==> src/rtl/clock_div_ramp_pkg.sv <==
// Shared definitions for the divider ramp sequencer: FSM encoding, divider code constants
// and the legal-step helper that keeps the divider's stall code off the bus.
package clock_div_ramp_pkg;

  typedef enum logic [1:0] {
    IDLE  = 2'd0,
    STEP  = 2'd1,
    DWELL = 2'd2
  } ramp_state_e;

  // Widest divider the helper supports; callers cast to and from their own SIZE.
  localparam int MAX_SIZE = 16;

  localparam logic [MAX_SIZE-1:0] DIV_BYPASS  = 16'd0;
  localparam logic [MAX_SIZE-1:0] DIV_ILLEGAL = 16'd1;
  localparam logic [MAX_SIZE-1:0] DIV_MIN     = 16'd2;

  // One legal move from cur toward tgt, hopping over code 1 in both directions.
  function automatic logic [MAX_SIZE-1:0] next_legal_step(
    input logic [MAX_SIZE-1:0] cur,
    input logic [MAX_SIZE-1:0] tgt
  );
    logic [MAX_SIZE-1:0] nxt;
    nxt = cur;
    if (tgt > cur) begin
      nxt = (cur == DIV_BYPASS) ? DIV_MIN : cur + 16'd1;
    end else if (tgt < cur) begin
      nxt = (cur == DIV_MIN) ? DIV_BYPASS : cur - 16'd1;
    end
    return nxt;
  endfunction

endpackage

==> src/rtl/clock_div_ramp_dwell_timer.sv <==
// Load/decrement down counter with a zero flag; load wins over decrement, stops at zero.
// Latency: load visible next cycle. No backpressure.
module clock_div_ramp_dwell_timer #(
  parameter int W = 5
) (
  input  logic         clk,
  input  logic         resetb,
  input  logic         load,
  input  logic [W-1:0] load_val,
  input  logic         dec,
  output logic         zero
);

  logic [W-1:0] cnt_q;
  logic [W-1:0] cnt_d;

  always_comb begin
    cnt_d = cnt_q;
    if (load) begin
      cnt_d = load_val;
    end else if (dec && (cnt_q != '0)) begin
      cnt_d = cnt_q - 1'b1;
    end
  end

  always_ff @(posedge clk or negedge resetb) begin
    if (!resetb) begin
      cnt_q <= '0;
    end else begin
      cnt_q <= cnt_d;
    end
  end

  assign zero = (cnt_q == '0);

endmodule

==> src/rtl/clock_div_ramp.sv <==
// Walks the divider code N one legal step at a time toward a requested target, dwelling after each step.
// Latency: k*(1+DWELL_CYCLES)+1 cycles accept-to-done. Backpressure: req_ready low while ramping; no queueing.
module clock_div_ramp
  import clock_div_ramp_pkg::*;
#(
  parameter int SIZE         = 3,
  parameter int DWELL_CYCLES = 24,
  parameter int RESET_N      = 2
) (
  input  logic            clk,
  input  logic            resetb,
  input  logic [SIZE-1:0] req_N,
  input  logic            req_valid,
  output logic            req_ready,
  output logic [SIZE-1:0] N,
  output logic            busy,
  output logic            done
);

  localparam int CNT_W = $clog2(DWELL_CYCLES + 1);
  localparam logic [CNT_W-1:0] DWELL_LOAD = CNT_W'(DWELL_CYCLES - 1);
  localparam logic [SIZE-1:0]  N_RESET    = SIZE'(RESET_N);

  ramp_state_e     state_q, state_d;
  logic [SIZE-1:0] n_q, n_d;
  logic [SIZE-1:0] target_q, target_d;
  logic            busy_q, busy_d;
  logic            ready_q, ready_d;
  logic            done_q, done_d;

  logic [SIZE-1:0] req_norm;
  logic [SIZE-1:0] n_step;
  logic            tmr_load;
  logic            tmr_dec;
  logic            tmr_zero;

  // Code 1 would stall the divider, so it is promoted to the smallest real ratio.
  assign req_norm = (req_N == SIZE'(DIV_ILLEGAL)) ? SIZE'(DIV_MIN) : req_N;
  assign n_step   = SIZE'(next_legal_step(MAX_SIZE'(n_q), MAX_SIZE'(target_q)));

  always_comb begin
    state_d  = state_q;
    n_d      = n_q;
    target_d = target_q;
    busy_d   = busy_q;
    ready_d  = ready_q;
    done_d   = 1'b0;
    tmr_load = 1'b0;
    tmr_dec  = 1'b0;

    case (state_q)
      IDLE: begin
        if (req_valid && ready_q) begin
          if (req_norm == n_q) begin
            done_d = 1'b1;
          end else begin
            target_d = req_norm;
            state_d  = STEP;
            busy_d   = 1'b1;
            ready_d  = 1'b0;
          end
        end
      end

      STEP: begin
        n_d      = n_step;
        tmr_load = 1'b1;
        state_d  = DWELL;
      end

      DWELL: begin
        if (tmr_zero) begin
          if (n_q == target_q) begin
            state_d = IDLE;
            done_d  = 1'b1;
            busy_d  = 1'b0;
            ready_d = 1'b1;
          end else begin
            state_d = STEP;
          end
        end else begin
          tmr_dec = 1'b1;
        end
      end

      default: begin
        state_d = IDLE;
        busy_d  = 1'b0;
        ready_d = 1'b1;
      end
    endcase
  end

  always_ff @(posedge clk or negedge resetb) begin
    if (!resetb) begin
      state_q  <= IDLE;
      n_q      <= N_RESET;
      target_q <= N_RESET;
      busy_q   <= 1'b0;
      ready_q  <= 1'b1;
      done_q   <= 1'b0;
    end else begin
      state_q  <= state_d;
      n_q      <= n_d;
      target_q <= target_d;
      busy_q   <= busy_d;
      ready_q  <= ready_d;
      done_q   <= done_d;
    end
  end

  clock_div_ramp_dwell_timer #(
    .W (CNT_W)
  ) u_dwell_timer (
    .clk      (clk),
    .resetb   (resetb),
    .load     (tmr_load),
    .load_val (DWELL_LOAD),
    .dec      (tmr_dec),
    .zero     (tmr_zero)
  );

  assign N         = n_q;
  assign busy      = busy_q;
  assign req_ready = ready_q;
  assign done      = done_q;

endmodule

==> config.mk <==
export PLATFORM = sky130hd
export DESIGN_NAME = clock_div_ramp
export DESIGN_NICKNAME = d
export VERILOG_FILES = /design/src/rtl/clock_div_ramp_pkg.sv /design/src/rtl/clock_div_ramp_dwell_timer.sv /design/src/rtl/clock_div_ramp.sv
export SDC_FILE = /design/constraint.sdc
export NUM_CORES = 1
export LEC_CHECK = 0
export CAP_MARGIN = 10
export CORE_ASPECT_RATIO = 0.7
export CORE_UTILIZATION = 25
export CTS_CLUSTER_SIZE = 20
export DETAILED_ROUTE_END_ITERATION = 10
export REMOVE_ABC_BUFFERS = 1
export SETUP_SLACK_MARGIN = 0.4
export SLEW_MARGIN = 10
export SYNTH_ARGS = -nofsm -noshare
export SYNTH_HDL_FRONTEND = slang
export SYNTH_SLANG_ARGS = --single-unit
==> constraint.sdc <==
create_clock -name clk -period 5.84 [get_ports clk]
set_clock_uncertainty 0.15 [all_clocks]
set_input_delay 1.46 -clock clk [delete_from_list [all_inputs] [get_ports clk]]
set_output_delay 1.46 -clock clk [all_outputs]
set_load 0.005 [all_outputs]
==> summary.md <==
| Metric | Value |
|---|---|
| Status | `finished, final reports clean` |
| Post-synth EDFFs | `0` |
| Worst relative slew slack | `0.503` |
| Postcts setup bufs | `0` |
| Post-Syn Area | `1000 sq um` |
| Register area | `404 sq um` |
| DRC | `0` |
| Worst VDD drop | `82.8 uV` |
| Worst setup SP type | `primary input` |
| Die H | `54.9 um` |
| Top FF cell, synth | `dfrtp_1` |
| Sequential share of power | `0.503` |
| Clock Power Share | `0.456` |
| DR WL/cell | `13.6 um` |
| Sum Neg Setup Slack | `0 ps` |
| FILL cells | `371` |
| Crit share post-route | `0.554` |
| Fin nets | `134` |
| Yosys top cell area share | `0.325` |
| Max Cap Violations | `0` |
| #FFs+latches synth | `16` |
| PwrDens | `180 nW/um^2` |
| Worst setup EP type | `flop` |
| # placed instances | `164` |
| Reg clk slew, reported paths | `70 ps` |
| Starting Density | `0.273` |
| Logic pwr share | `0.041` |
| Most frequent cells in the layout | `dfrtp_1, nand2_1, clkdlybuf4s50_1` |
| Gpl congestion | `0.821` |
| Slew @ Worst Pin | `743 ps` |
| Commonest non-fill, non-tap cell in the layout | `dfrtp_1` |
| Switching fraction of total power | `0.207` |
| Worst Path Max Fanout | `5` |
| RSZ-0062 raised after global routing | `false` |
| CTS tree | `yes` |
| Vias in the first global route | `834` |
| Final Hold Viols | `0` |
| Worst Hold Depth | `2` |
| 1st-pass router iterations | `4` |
| CTS resizes | `0` |
| Htree depth | `1` |
| Sequential share of the synthesized area | `0.404` |
| Synth top area cells | `dfrtp_1, ha_1, dfstp_2, nand2_1, a21oi_1` |
| First-pass GRT wire length | `3980 um` |
| I/O Buffers | `11` |
| Leak pwr | `0.000584 uW` |
| CP Cell Sequence | `clkdlybuf4s50_1, inv_1, o41ai_1, a221oi_2, nand2_2, mux2_4` |
| Skew-Pair Late Insertion Delay | `250 ps` |
| Max Freq | `0.309 GHz` |
| Core area | `3670 sq um` |
| Synth cell types | `34` |
| Final setup fails | `0` |
| Critical Path Max Stage Delay | `570 ps` |
| Post-Synthesis Cells | `104` |
| IO Pins | `12` |
| Largest net degree at the start of global routing | `17` |
| Routed vias | `822` |
| Antenna diodes | `0` |
| CTS Hold Bufs | `0` |
| Initial antenna violation count | `0` |
| Starting DRC count in detailed routing | `61` |
| Multi-input logic area | `559 sq um` |
| Hold/Removal Path Class | `flop to flop` |
| Routed wire length | `2290 um` |
| CTS sink count | `16` |
| Site row count | `18` |
| Clock root cell | `clkbuf_8` |
| Layout cells sized above 1 | `0.102` |
| Gr usage total | `0.126` |
| Int Pwr | `175 uW` |
| Clock buffer depth | `2` |
| Slew Viols, Final | `0` |
| Pwr Total | `221 uW` |
| GRT overflow | `0` |
| Final Critical Period | `3240 ps` |
| Kind of critical path | `primary input to flop` |
| Hpwl dp | `1730 um` |
| Area grow syn2layout | `22.4%` |
| Die X | `77.6 um` |
| Yosys top cell by area | `dfrtp_1` |
| Num CTS Buffers | `3` |
| WP data required | `5830 ps` |
| Antenna-violating nets left | `0` |
| Routed vias/inst | `4.89` |
| Final non-filler cell total | `168` |
| Max stage delay cell, worst path | `clkdlybuf4s50_1` |
| Die area | `4260 sq um` |
| Synth Warn # | `0` |
| Syn Area/Cell | `9.62 sq um` |
| R2R depth | `6` |
| Worst endpoint data arrival time | `3230 ps` |
| Switching pwr | `45.7 uW` |
| Async SR Flop Fraction | `1.00` |
## cell type report
type / count / area share
multi-input cells: 78 / 0.457
flip-flops and latches: 16 / 0.330
repair buffers: 11 / 0.0899
well taps: 50 / 0.0511
clock buffers: 4 / 0.0449
inverters: 9 / 0.0276
## final timing paths
check	startpoint	end	slack, ps
setup / recovery	req_N[2]	target_q[2]	2600
hold reg to reg	target_q[1]	target_q[1]	330
hold / removal	target_q[1]	target_q[1]	330
setup reg to reg	N[1]	N[2]	3460
min in group asynchronous	resetb	target_q[0]	1500
max in group asynchronous	resetb	state_q[0]	3580
## state kept, by name (all words and copies together), names as in the netlist
name                 count
N                        3
busy                     1
done                     1
req_ready                1
state_q                  2
target_q                 3
u_dwell_timer.cnt_q      5
## synth_stat cells (3+ instances only)
| master | n |
|---|---|
| a21oi_1 | 7 |
| dfrtp_1 | 13 |
| dfstp_2 | 3 |
| ha_1 | 9 |
| inv_1 | 9 |
| nand2_1 | 12 |
| nand3_1 | 4 |
| nor2_1 | 7 |
| o21ai_0 | 4 |
| o31ai_1 | 3 |
## per-stage QoR
step	utilization	setup WS, ps	instance area, sq um	hold slack (ps)
after CTS	0.334	2610	1220	337
after global routing	0.334	2480	1220	359
after global placement	0.319	2420	1170	320
final	0.334	2600	1220	334
after detailed placement	0.319	2330	1170	318
after floorplan	-	2970	997	300
## logic make-up (layout without fill, tap and decap cells)
logic type	count (synthesis)	in the layout	share of synthesized area
compound gates	24	24	0.172
xor+xnor	4	4	0.0350
fa+ha+maj	9	9	0.113
buf+inv	10	24	0.0375
flops	16	16	0.404
mux	4	4	0.0462
simple gates	37	37	0.193
## power by group through the flow
stage	Combinational [uW]	Sequential (uW)	Clock (uW)
4_1_cts	9.34	111	104
3_5_place_dp	9.17	113	0
3_3_place_gp	8.96	113	0
5_1_grt	10.2	111	108
2_1_floorplan	2.04	113	0
6_report	9.04	111	101
## critical path: cells and delay by family
family | cells | cell delay [ps]
AO/OA/AOI/OAI | 2 | 640
buffers and inverters | 2 | 650
multiplexers | 1 | 310
AND/OR/NAND/NOR | 1 | 160
## routing by layer
layer	vias up	wire, um	track usage
met4	0	23	0.0566
met5	-	0	0
met2	21	939	0.198
li1	404	-	-
met3	4	107	0.0328
met1	393	1220	0.167
No activity file was read; power rests on OpenSTA's default activity.
